## src/rtl/button_pkg.sv

```systemverilog
// Shared types for the button gesture decoder: FSM states and bundled event pulses.
package button_pkg;

    typedef enum logic [2:0] {
        IDLE,
        DOWN1,
        GAP,
        DOWN2,
        LONG
    } btn_state_t;

    // 'release' is a reserved word, so the release pulse is carried as 'rel'.
    typedef struct packed {
        logic press;
        logic rel;
        logic click;
        logic dbl;
        logic long;
    } btn_evt_t;

    function automatic int max2(input int a, input int b);
        return (a > b) ? a : b;
    endfunction

endpackage

```

## src/rtl/button_events_edge_det.sv

```systemverilog
// Registers the (optionally inverted) level and flags rising/falling transitions against it.
module edge_det #(
    parameter bit INVERT = 1'b0
) (
    input  logic clk,
    input  logic rst,
    input  logic d_i,
    output logic rise_o,
    output logic fall_o,
    output logic level_o
);

    logic lvl;
    logic prev_d;
    logic prev_q;

    assign lvl    = d_i ^ INVERT;
    assign prev_d = lvl;

    always_ff @(posedge clk or posedge rst) begin
        if (rst) begin
            prev_q <= 1'b0;
        end else begin
            prev_q <= prev_d;
        end
    end

    assign rise_o  = lvl & ~prev_q;
    assign fall_o  = ~lvl & prev_q;
    assign level_o = prev_q;

endmodule

```

## src/rtl/button_events.sv

```systemverilog
// Gesture decoder: turns a debounced button level into press/release/click/double/long pulses.
module button_events #(
    parameter int LONG_TICKS   = 50000000,
    parameter int DOUBLE_TICKS = 12500000,
    parameter int INVERT       = 0
) (
    input  logic clk,
    input  logic rst,
    input  logic i,
    output logic held_o,
    output logic press_o,
    output logic release_o,
    output logic click_o,
    output logic dbl_o,
    output logic long_o
);

    import button_pkg::*;

    localparam int CW = $clog2(max2(LONG_TICKS, DOUBLE_TICKS) + 1);
    localparam logic [CW-1:0] LONG_LAST = CW'(LONG_TICKS - 1);
    localparam logic [CW-1:0] DBL_LAST  = (DOUBLE_TICKS == 0) ? '0 : CW'(DOUBLE_TICKS - 1);
    localparam logic [CW-1:0] CTR_MAX   = '1;

    logic       rise;
    logic       fall;
    logic       level;
    btn_state_t state_q, state_d;
    logic [CW-1:0] ctr_q, ctr_d, ctr_inc;
    btn_evt_t   evt_q, evt_d;

    edge_det #(
        .INVERT(INVERT != 0)
    ) u_edge (
        .clk    (clk),
        .rst    (rst),
        .d_i    (i),
        .rise_o (rise),
        .fall_o (fall),
        .level_o(level)
    );

    assign ctr_inc = (ctr_q == CTR_MAX) ? ctr_q : ctr_q + CW'(1);

    always_ff @(posedge clk or posedge rst) begin
        if (rst) begin
            state_q <= IDLE;
            ctr_q   <= '0;
            evt_q   <= '0;
        end else begin
            state_q <= state_d;
            ctr_q   <= ctr_d;
            evt_q   <= evt_d;
        end
    end

    always_comb begin
        state_d = state_q;
        ctr_d   = ctr_q;
        unique case (state_q)
            IDLE: begin
                if (rise) begin
                    state_d = DOWN1;
                    ctr_d   = '0;
                end
            end
            DOWN1: begin
                if (fall) begin
                    state_d = (DOUBLE_TICKS != 0) ? GAP : IDLE;
                    ctr_d   = '0;
                end else if (ctr_q == LONG_LAST) begin
                    state_d = LONG;
                end else begin
                    ctr_d = ctr_inc;
                end
            end
            GAP: begin
                if (rise) begin
                    state_d = DOWN2;
                    ctr_d   = '0;
                end else if (ctr_q == DBL_LAST) begin
                    state_d = IDLE;
                end else begin
                    ctr_d = ctr_inc;
                end
            end
            DOWN2: begin
                if (fall) begin
                    state_d = IDLE;
                end else if (ctr_q == LONG_LAST) begin
                    state_d = LONG;
                end else begin
                    ctr_d = ctr_inc;
                end
            end
            LONG: begin
                if (fall) begin
                    state_d = IDLE;
                end
            end
            default: state_d = IDLE;
        endcase
    end

    // A long second press still credits the first click.
    always_comb begin
        evt_d = '0;
        unique case (state_q)
            IDLE:  evt_d.press = rise;
            DOWN1: begin
                if (fall) begin
                    evt_d.rel   = 1'b1;
                    evt_d.click = (DOUBLE_TICKS == 0);
                end else if (ctr_q == LONG_LAST) begin
                    evt_d.long = 1'b1;
                end
            end
            GAP: begin
                if (rise) begin
                    evt_d.press = 1'b1;
                end else if (ctr_q == DBL_LAST) begin
                    evt_d.click = 1'b1;
                end
            end
            DOWN2: begin
                if (fall) begin
                    evt_d.rel = 1'b1;
                    evt_d.dbl = 1'b1;
                end else if (ctr_q == LONG_LAST) begin
                    evt_d.click = 1'b1;
                    evt_d.long  = 1'b1;
                end
            end
            LONG:    evt_d.rel = fall;
            default: evt_d = '0;
        endcase
    end

    assign held_o    = level;
    assign press_o   = evt_q.press;
    assign release_o = evt_q.rel;
    assign click_o   = evt_q.click;
    assign dbl_o     = evt_q.dbl;
    assign long_o    = evt_q.long;

endmodule

```

## config.mk

```make
export PLATFORM = sky130hd
export DESIGN_NAME = button_events
export DESIGN_NICKNAME = d
export VERILOG_FILES = /design/src/rtl/button_pkg.sv /design/src/rtl/button_events_edge_det.sv /design/src/rtl/button_events.sv
export SDC_FILE = /design/constraint.sdc
export NUM_CORES = 1
export LEC_CHECK = 0
export ABC_AREA = 0
export CORE_AREA = 4 4 75 77
export CTS_CLUSTER_DIAMETER = 40
export DETAILED_ROUTE_END_ITERATION = 8
export DIE_AREA = 0 0 79 81
export PLACE_DENSITY_LB_ADDON = 0.25
export REMOVE_ABC_BUFFERS = 1
export SYNTH_ARGS = -nofsm -noshare
export SYNTH_HDL_FRONTEND = slang
export SYNTH_SLANG_ARGS = --single-unit
```

## constraint.sdc

```tcl
create_clock -name clk -period 2.2 [get_ports clk]
set_input_delay 0.55 -clock clk [delete_from_list [all_inputs] [get_ports clk]]
set_output_delay 0.55 -clock clk [all_outputs]
set_load 0.02 [all_outputs]
```

==> results of run 1 <==
-- synth_stat cells, types with 2 or more instances --
master    count
dfrtp_1      35
a21oi_1      20
o21ai_0      20
nand2_1      19
nor2_1       18
a31oi_1      15
nand3_1       9
nand4_1       9
o31ai_1       9
inv_1         8
and3_1        6
nand2b_1      6
nor4_1        6
and2_1        5
buf_2         4
o41ai_1       4
a41oi_1       3
clkbuf_1      3
nor3_1        3
o21ai_1       3
or3_1         3
buf_1         2
buf_6         2
clkbuf_2      2
nand4_2       2
nor2b_1       2
nor4_4        2
o21a_1        2
o41a_1        2
or4_1         2
-- final cells by class --
cell class | instances | share of cell area [%]
multi-input cells | 204 | 45.86
flip-flops and latches | 35 | 25.40
repair buffers | 86 | 21.92
well taps | 70 | 2.540
clock buffers | 6 | 2.395
clock inverters | 2 | 1.016
inverters | 8 | 0.8708
-- sequential cells by signal, summed over array words and instances (netlist names) --
register and count:
long_o 1, u_edge.level_o 1, dbl_o 1, release_o 1, ctr_q 26, click_o 1
state_q 3, press_o 1
-- worst max-delay path: cells and delay by family (launching register included) --
kind / cells / cell delay (ns)
simple gates: 1 / 0.22
compound gates: 4 / 1.10
flops: 1 / 0.39
buf+inv: 3 / 0.50
-- worst paths after layout --
path,cells past startpoint,end,slack (ns),startpoint
worst max-delay path,8,ctr_q[16],-0.11,ctr_q[11]
worst min register to register,2,ctr_q[1],0.58,ctr_q[1]
max in group asynchronous,3,ctr_q[16],1.21,rst
worst max register to register,8,ctr_q[16],-0.11,ctr_q[11]
min in group asynchronous,3,ctr_q[12],0.66,rst
worst min-delay path,2,ctr_q[1],0.58,ctr_q[1]
-- power groups by stage --
stage	sequential, mW	clock [mW]	combinational, mW
global route	0.721	0.662	1.26
global placement	0.721	0	0.839
CTS	0.710	0.630	0.915
floorplan	0.748	0	0.436
finish	0.715	0.626	1.19
detailed placement	0.722	0	0.852
-- timing repair --
item,4_1_cts,5_1_grt
cloned,0,2
setup endpoints to repair,17,27
gates resized for setup,16,45
hold buffers,0,0
setup buffers,3,5
pin swaps,8,7
-- cells by family (layout without fill, tap and decap cells) --
family,after synthesis,count (layout),synth area share (%)
compound gates,99,99,30.44
simple gates,103,103,26.42
buf+inv,22,102,4.663
flops,35,35,37.51
mux,1,1,0.4287
fa+ha+maj,1,1,0.5358
-- cells in the final DEF (no fill, tap or decap), types with 3 or more instances in the layout --
cell             Yosys  routed
inv_1                8       8
dfrtp_1             35      35
and2_1               5       5
nand2b_1             6       6
clkdlybuf4s50_1      0       7
a31oi_1             15      13
a21oi_1             20      18
buf_12               0       3
buf_4                1      68
buf_6                2       5
nor2_1              18      16
clkbuf_8             0       6
and3_1               6       6
nor4_1               6       3
o21ai_2              0      10
o21ai_1              3       5
o31ai_1              9       8
o41ai_2              0       3
nand2_1             19      17
nor3_1               3       3
nand3_1              9       8
nand4_1              9       9
o21ai_0             20       8
nor4_2               0       3
-- metrics by stage --
step	setup WS, ns	cell area, um^2
finish	-0.1091	3448
floorplan	-0.2562	2256
global route	-0.1268	3448
global placement	-0.3799	2959
CTS	-0.03330	3179
detailed placement	-0.4544	2959
-- per-layer routing --
metal / vias to the layer above / GRT usage (%) / share of wire [%]
li1: 1183 / - / -
met1: 1227 / 29.58 / 40
met2: 157 / 39.90 / 47
met3: 36 / 6.208 / 8.4
met4: 0 / 11.00 / 4.4
met5: - / 0 / 0
==> results by group, run 1 <==
Timing
  • Setup TNS Final: -0.8480 ns
  • Minimum clock period: 2.309 ns
  • RSZ-0062 raised after global routing: true
  • Relative slew slack: 57.82%
  • Final Hold Slack: 0.5754 ns
  • Skew final: 0.01045 ns
  • Slew @ Worst Pin: 0.6261 ns
  • Highest Clock Rate: 0.4331 GHz
  • Hold Violations, Final: 0
  • Final period utilization: 105.0%
  • Worst setup margin: -0.1091 ns
  • Slew Viols, Final: 0
  • Final setup viols: 22

Floorplan
  • Row Count: 26
  • Die Ht: 81 um
  • I/O pin count: 9
  • Initial core utilization: 46.60%
  • Total Die Area: 6399 um^2
  • Die W: 79 um
  • Core Region: 5010 um^2

Cells and area
  • Final core occ: 68.83%
  • Multi-input gate area: 1582 um^2
  • Fillers: 398
  • FF/Latch Area: 875.8 um^2
  • # diodes: 0
  • Synth-to-Final Area Change: 47.70%
  • Fraction of layout cells with a size suffix above 1: 39.88%
  • Post-Layout Cell Count: 411
  • Nets@finish: 344

Critical path
  • CP Data Arrival Time: 2.52 ns
  • CP Class: register to register
  • Critical path's slowest cell: o41a_4
  • CP Launch Type: register
  • Crit path capture type: register
  • Crit-path max cell delay: 0.58 ns
  • CP Cell Sequence: nand4_1 -> o41a_4 -> buf_12 -> o41ai_4 -> buf_6 -> clkbuf_16 -> o21ai_0 -> o21ai_1
  • Required @ worst endpoint: 2.41 ns
  • CP Max Fanout: 9

Synthesis
  • Top post-synthesis cells by area: dfrtp_1, a21oi_1, o21ai_0
  • Sequential area share after synthesis: 37.51%
  • Synth Flop Type: dfrtp_1
  • Mapped Area: 2335 um^2
  • Leading area contributor after synthesis: dfrtp_1
  • Distinct cells, synth: 65
  • Number of synthesized flops with an enable pin: 0
  • Mapped Cells: 261
  • Register bit total from synthesis: 35
  • Post-synth top area share: 37.51%
  • Synth Area per Inst: 8.945 um^2
  • Post-synth ARST share: 100.0%
  • Yosys warns: 0

Power and ir drop
  • Leak pwr: 1.476 nW
  • Switch share: 37.04%
  • Int Pwr: 1.595 mW
  • Combinational share of power: 47.1%
  • Seq pwr share: 28.2%
  • Clock power share: 24.7%
  • Peak VDD IR: 0.5597 mV
  • NetSw: 938.7 uW
  • Total Power: 2.534 mW
  • Power Dens Cells: 734.9 nW/um^2

Detailed routing
  • WL/cell: 19.15 um
  • Post-route DRC: 0
  • WL final: 7.872 mm
  • Via Count: 2603
  • 1st-iter DRT viols: 278
  • First-pass DRT Iterations: 6
  • Post-DR vias/cell: 6.333
  • Routed Antenna Nets: 0

Placed design
  • I/O Buffers: 8
  • DP HPWL: 5.120 mm
  • # placed instances: 393
  • Final Wtd Congestion: 0.9164

Run status
  • Status: complete, but fails checks
  • Violated checks: negative setup slack

Global routing
  • First-pass GRT wire length: 12.03 mm
  • Vias in the first global route: 2414
  • Global route overflow: 0
  • Largest net degree at the start of global routing: 36
  • Total GRT Usage: 24.10%
  • Initial antenna violation count: 0

CTS
  • Clock Latency Late Sink: 0.30 ns
  • Clock transition at the registers of the reported paths: 0.08 ns
  • CTS root buffer: clkbuf_8
  • CTS H-tree lvls: 2
  • Clk sinks: 35
  • CTS Buf Count: 5
  • Clock Path Buffers: 2
  • TritonCTS clock tree: yes

Flow run
  • Maxcap violations: 0

Min path
  • HP Class: register to register
Note: power is estimated with default switching activity, not from simulation.
==> run 2, diff against run 1 <==
CORE_AREA = 4 4 102 104   (was 4 4 75 77)
DIE_AREA = 0 0 106 108   (was 0 0 79 81)
==> results by group, run 2 (synthesis gave the netlist of run 1 again) <==
Run status
  • Status: complete, but fails checks
  • Violated checks: negative setup slack

CTS
  • CTS H-tree lvls: 2 (unchanged)
  • Clock transition at the registers of the reported paths: 0.08 ns (about the same)
  • Hold_buf cts: 0 (unchanged)
  • CTS Buf Count: 5 (unchanged)
  • Clock Latency Late Sink: 0.30 ns (about the same)
  • Clk sinks: 35 (unchanged)
  • Clock Path Buffers: 2 (unchanged)
  • CTS root buffer: clkbuf_8
  • TritonCTS clock tree: yes

Detailed routing
  • Routed Antenna Nets: 0 (unchanged)
  • WL/cell: 17.09 um (-11%)
  • Via Count: 2478 (-4.8%)
  • First-pass DRT Iterations: 5 (-1)
  • Post-DR vias/cell: 5.217 (-18%)
  • Post-route DRC: 0 (unchanged)
  • 1st-iter DRT viols: 236 (-15%)
  • WL final: 8.120 mm (+3.2%)

Global routing
  • Largest net degree at the start of global routing: 36 (unchanged)
  • Vias in the first global route: 2433 (+0.79%)
  • First-pass GRT wire length: 13.05 mm (+8.4%)
  • Total GRT Usage: 14.54% (-9.6 points)
  • Global route overflow: 0 (unchanged)
  • Initial antenna violation count: 0 (unchanged)

Power and ir drop
  • Switch share: 37.16% (+0.12 points)
  • Leak pwr: 1.429 nW (-3.2%)
  • NetSw: 838.3 uW (-11%)
  • Clock power share: 20.6% (-4.1 points)
  • Seq pwr share: 32.0% (+3.8 points)
  • Int Pwr: 1.418 mW (-11%)
  • Total Power: 2.256 mW (-11%)
  • Peak VDD IR: 0.3852 mV (-31%)
  • Combinational share of power: 47.4% (+0.3 points)
  • Power Dens Cells: 663.1 nW/um^2 (-9.8%)

Critical path
  • Worst R2R Start: ctr_q[10]
  • CP Max Fanout: 9 (unchanged)
  • Crit path capture type: register
  • Critical path's slowest cell: o41a_4
  • R2R Setup Slk: -0.08 ns (+0.03 ns)
  • Buf/Inv on CP: 1 (-2)
  • Crit-path max cell delay: 0.56 ns (-0.02 ns)
  • Required @ worst endpoint: 2.40 ns (about the same)
  • CP Class: register to register
  • Critical Path Source: ctr_q[10]
  • CP Launch Type: register
  • CP Cell Sequence: nand4_1 -> o41a_4 -> o41a_1 -> buf_6 -> o31ai_4 -> mux2i_1 -> a221oi_2
  • CP top delay family: compound AO/OA/AOI/OAI gates
  • CP Data Arrival Time: 2.48 ns (-0.04 ns)

Floorplan
  • Die W: 106 um (+34%)
  • Core Region: 9549 um^2 (+91%)
  • Row Count: 36 (+38%)
  • Initial core utilization: 24.45% (-22 points)
  • Die Ht: 108 um (+33%)
  • Total Die Area: 11450 um^2 (+79%)
  • I/O pin count: 9 (unchanged)

Cells and area
  • FF/Latch Area: 877.1 um^2 (+0.14%)
  • Fillers: 1024 (+160%)
  • Top reg by flops: ctr_q
  • # diodes: 0 (unchanged)
  • Final core occ: 35.63% (-33 points)
  • Fin area: 3402 um^2 (-1.3%)
  • Fraction of layout cells with a size suffix above 1: 35.96% (-3.9 points)
  • Synth-to-Final Area Change: 45.71%
  • Number of flip-flops in the largest register: 26 (unchanged)
  • Regs by FF count: ctr_q x26, state_q x3
  • Multi-input gate area: 1475 um^2 (-6.7%)
  • Commonest non-fill, non-tap cells in the layout: buf_4, dfrtp_1, a21oi_1
  • Nets@finish: 347 (+0.87%)
  • Most common cell after layout, fill and taps aside: buf_4
  • Post-Layout Cell Count: 475 (+16%)

Placed design
  • # placed instances: 457 (+16%)
  • Area after DPL: 3045 um^2 (+2.9%)
  • DP HPWL: 5.697 mm (+11%)
  • I/O Buffers: 8 (unchanged)
  • Final Wtd Congestion: 0.8784 (-4.1%)

Timing
  • Highest Clock Rate: 0.4389 GHz (+1.3%)
  • Relative slew slack: 63.58% (+5.8 points)
  • Final Hold Slack: 0.5921 ns (+0.01664 ns)
  • Worst setup margin: -0.07856 ns (+0.03054 ns)
  • Slew @ Worst Pin: 0.5406 ns (-0.08558 ns)
  • Final period utilization: 103.6% (-1.4 points)
  • Hold Violations, Final: 0 (unchanged)
  • Minimum clock period: 2.279 ns (-0.03054 ns)
  • Skew final: 0.01020 ns (-0.0002564 ns)
  • Slew Viols, Final: 0 (unchanged)
  • RSZ-0062 raised after global routing: true
  • Final setup viols: 13 (-41%)

Min path
  • HP Class: register to register
  • Hold path start: ctr_q[12]

Flow run
  • Maxcap violations: 0 (unchanged)
==> run 2: power groups by stage <==
stage                     clock (mW)  sequential, mW  combinational, mW
after CTS                      0.471           0.721               1.02
after global routing           0.504           0.728               1.14
after floorplan                    0           0.748              0.436
after detailed placement           0           0.733              0.887
final                          0.464           0.722               1.07
after global placement             0           0.733              0.883
==> run 2: worst paths after layout <==
check | endpoint | cells past startpoint
max reg2reg | ctr_q[21] | 7
min | ctr_q[12] | 2
max | ctr_q[21] | 7
max in group asynchronous | ctr_q[10] | 3
min reg2reg | ctr_q[12] | 2
min in group asynchronous | ctr_q[12] | 3
==> run 2: layer usage <==
metal  routed length [um]  track usage, %  up-vias
met5                    0               0        -
met4                   89           4.255        0
met3                  402           2.448       11
met2                 3923           24.18       83
met1                 3704           19.51     1204
li1                     -               -     1180
==> run 2: through the flow <==
step	setup WS, ns	setup TNS, ns
6_report	-0.07856	-0.3191
5_1_grt	-0.1257	-1.507
4_1_cts	-0.09635	-0.4507
2_1_floorplan	-0.2562	-0.4420
3_3_place_gp	-0.4300	-7.781
3_5_place_dp	-0.4583	-8.423
==> run 2: timing repair <==
action / in CTS / in global routing
endpoints found under the setup margin: 31 / 27
gates cloned: 2 / 0
setup buffers: 5 / 5
resized for setup: 9 / 30
pin swaps: 7 / 0
==> run 2: final cells by class <==
class                           instances  area share, %
Multi-Input combinational cell        204          43.36
Sequential cell                        35          25.78
Timing Repair Buffer                   89          22.95
Tap cell                              133          4.892
Clock buffer                            6          2.133
Inverter                                8         0.8827
==> run 2: worst register-to-register path: stages, from the launching register on <==
cell and delay, ns:
dfrtp_2 0.42, nand4_1 0.20, o41a_4 0.56, o41a_1 0.46, buf_6 0.18, o31ai_4 0.06, mux2i_1 0.12, a221oi_2 0.19
==> run 3, diff against run 2 <==
CORE_AREA = 4 4 90 92   (was 4 4 102 104)
CTS_CLUSTER_SIZE = 40   (was unset)
DIE_AREA = 0 0 94 96   (was 0 0 106 108)
==> results by group, run 3 (synthesis gave the netlist of run 1 again) <==
Timing
  • RSZ-0062 raised after global routing: true
  • Final period utilization: 100.1% (-3.5 points)
  • Highest Clock Rate: 0.4542 GHz (+3.5%)
  • Final setup viols: 1 (-12)
  • Slew Viols, Final: 0 (unchanged)
  • Skew final: 0.006606 ns (-0.003592 ns)
  • Worst setup margin: -0.001875 ns (+0.07668 ns)
  • Hold Violations, Final: 0 (unchanged)
  • Setup TNS Final: -0.001875 ns (+0.3173 ns)
  • Minimum clock period: 2.202 ns (-0.07668 ns)
  • Relative slew slack: 55.52% (-8.1 points)
  • Slew @ Worst Pin: 0.6603 ns (+0.1197 ns)

Detailed routing
  • WL final: 8.042 mm (-0.96%)
  • Post-route DRC: 0 (unchanged)
  • Met2 wire len: 3.976 mm (+1.4%)
  • Post-DR vias/cell: 5.630 (+7.9%)
  • Met1 WL: 3.492 mm (-5.7%)
  • Uppermost layer routed: met4
  • First-pass DRT Iterations: 4 (-1)
  • WL/cell: 18.03 um (+5.5%)
  • Via Count: 2511 (+1.3%)
  • 1st-iter DRT viols: 198 (-16%)
  • Routed Antenna Nets: 0 (unchanged)
  • Met3 Routed Length: 448 um (+11%)

CTS
  • CTS Buf Count: 5 (unchanged)
  • Clock Latency Late Sink: 0.29 ns (about the same)
  • Clock Path Buffers: 2 (unchanged)
  • Clock transition at the registers of the reported paths: 0.08 ns (about the same)
  • Clk sinks: 35 (unchanged)
  • Hold_buf cts: 0 (unchanged)
  • CTS root buffer: clkbuf_8
  • CTS H-tree lvls: 2 (unchanged)
  • TritonCTS clock tree: yes

Critical path
  • CP Data Arrival Time: 2.38 ns (-0.10 ns)
  • CP Max Fanout: 12 (+3)
  • Worst R2R Start: ctr_q[25]
  • Required @ worst endpoint: 2.38 ns (-0.02 ns)
  • R2R Setup Slk: -0.002 ns (+0.08 ns)
  • CP Class: register to register
  • Worst R2R Path Depth: 7 (unchanged)
  • CP Launch Type: register
  • Crit path capture type: register
  • Reg-to-Reg End: ctr_q[5]

Floorplan
  • Initial core utilization: 32.36% (+7.9 points)
  • I/O pin count: 9 (unchanged)
  • Die W: 94 um (-11%)
  • Row Count: 31 (-14%)
  • Core Region: 7214 um^2 (-24%)
  • Total Die Area: 9024 um^2 (-21%)
  • Die Ht: 96 um (-11%)

Cells and area
  • Nets@finish: 350 (+0.86%)
  • Commonest non-fill, non-tap cells in the layout: buf_4, dfrtp_1, a21oi_1
  • Fin area: 3425 um^2 (+0.66%)
  • Fraction of layout cells with a size suffix above 1: 37.75% (+1.8 points)
  • Regs by FF count: ctr_q x26, state_q x3
  • Final core occ: 47.47% (+12 points)
  • Fillers: 725 (-29%)
  • # diodes: 0 (unchanged)
  • Number of flip-flops in the largest register: 26 (unchanged)
  • Most common cell after layout, fill and taps aside: buf_4
  • Top reg by flops: ctr_q
  • Synth-to-Final Area Change: 46.68%

Placed design
  • Area after DPL: 2980 um^2 (-2.1%)
  • DP HPWL: 5.480 mm (-3.8%)
  • I/O Buffers: 8 (unchanged)
  • Final Wtd Congestion: 0.9321 (+6.1%)
  • Post-Place Worst Slack: -0.5494 ns (-0.09105 ns)

Global routing
  • First-pass GRT wire length: 12.56 mm (-3.7%)
  • Initial antenna violation count: 0 (unchanged)
  • Global route overflow: 0 (unchanged)
  • Largest net degree at the start of global routing: 36 (unchanged)
  • Total GRT Usage: 17.84% (+3.3 points)
  • Vias in the first global route: 2477 (+1.8%)

Flow run
  • Maxcap violations: 0 (unchanged)

Min path
  • Hold path start: i
  • Hold Path Depth: 1 (-1)
  • HP Class: input pin to register
  • Worst Hold End: u_edge.level_o

Run status
  • Violated checks: negative setup slack
  • Status: complete, but fails checks

Power and ir drop
  • Power Dens Cells: 652.1 nW/um^2 (-1.7%)
  • Leak pwr: 1.475 nW (+3.2%)
  • Peak VDD IR: 0.3774 mV (-2.0%)
run 3: layout make-up:
| class | count | area (um^2) | area share [%] |
|---|---|---|---|
| Tap cell | 99 | 123.9 | 3.617 |
| Multi-Input combinational cell | 204 | 1506 | 43.99 |
| Timing Repair Buffer | 92 | 804.5 | 23.49 |
| Clock buffer | 7 | 76.32 | 2.229 |
| Sequential cell | 35 | 878.3 | 25.65 |
| Clock inverter | 1 | 5.005 | 0.1461 |
| Inverter | 8 | 30.03 | 0.8769 |
run 3: per-stage QoR:
step / cells / hold WS [ns] / total power, mW
after floorplan: 247 / 0.4838 / 1.184
after global placement: 420 / 0.5533 / 1.584
after detailed placement: 420 / 0.5643 / 1.594
after CTS: 432 / 0.5594 / 2.087
after global routing: 446 / 0.5628 / 2.349
final: 446 / 0.5297 / 2.233
run 3: critical path, stage by stage (launching register included):
cell     delay, ns
dfrtp_2       0.45
or3_4         0.36
o41a_4        0.38
o41a_1        0.38
nand2_2       0.11
buf_6         0.17
nor3b_1       0.06
o22a_1        0.19
run 3: worst max path at each step:
stage | from | end | cells past startpoint
after global routing | i | ctr_q[16] | 7
after detailed placement | i | ctr_q[22] | 7
final | ctr_q[25] | ctr_q[5] | 7
after global placement | i | ctr_q[16] | 7
after CTS | ctr_q[25] | ctr_q[14] | 8
after floorplan | u_edge.level_o | ctr_q[16] | 6
run 3: timing repair:
action,CTS,global route
pin swaps,6,4
endpoints found under the setup margin,27,28
buffers inserted,4,13
gates resized for setup,7,44
gates cloned,0,2
run 3: metal layers:
layer / vias to the layer above / track usage (%)
li1: 1189 / -
met1: 1213 / 22.95
met2: 94 / 30.93
met3: 15 / 3.127
met4: 0 / 4.693
met5: - / 0
run 3: where the power goes:
part | internal (mW) | switching [mW]
clock | 0.223 | 0.245
sequential | 0.681 | 0.0452
combinational | 0.488 | 0.552
total | 1.39 | 0.842
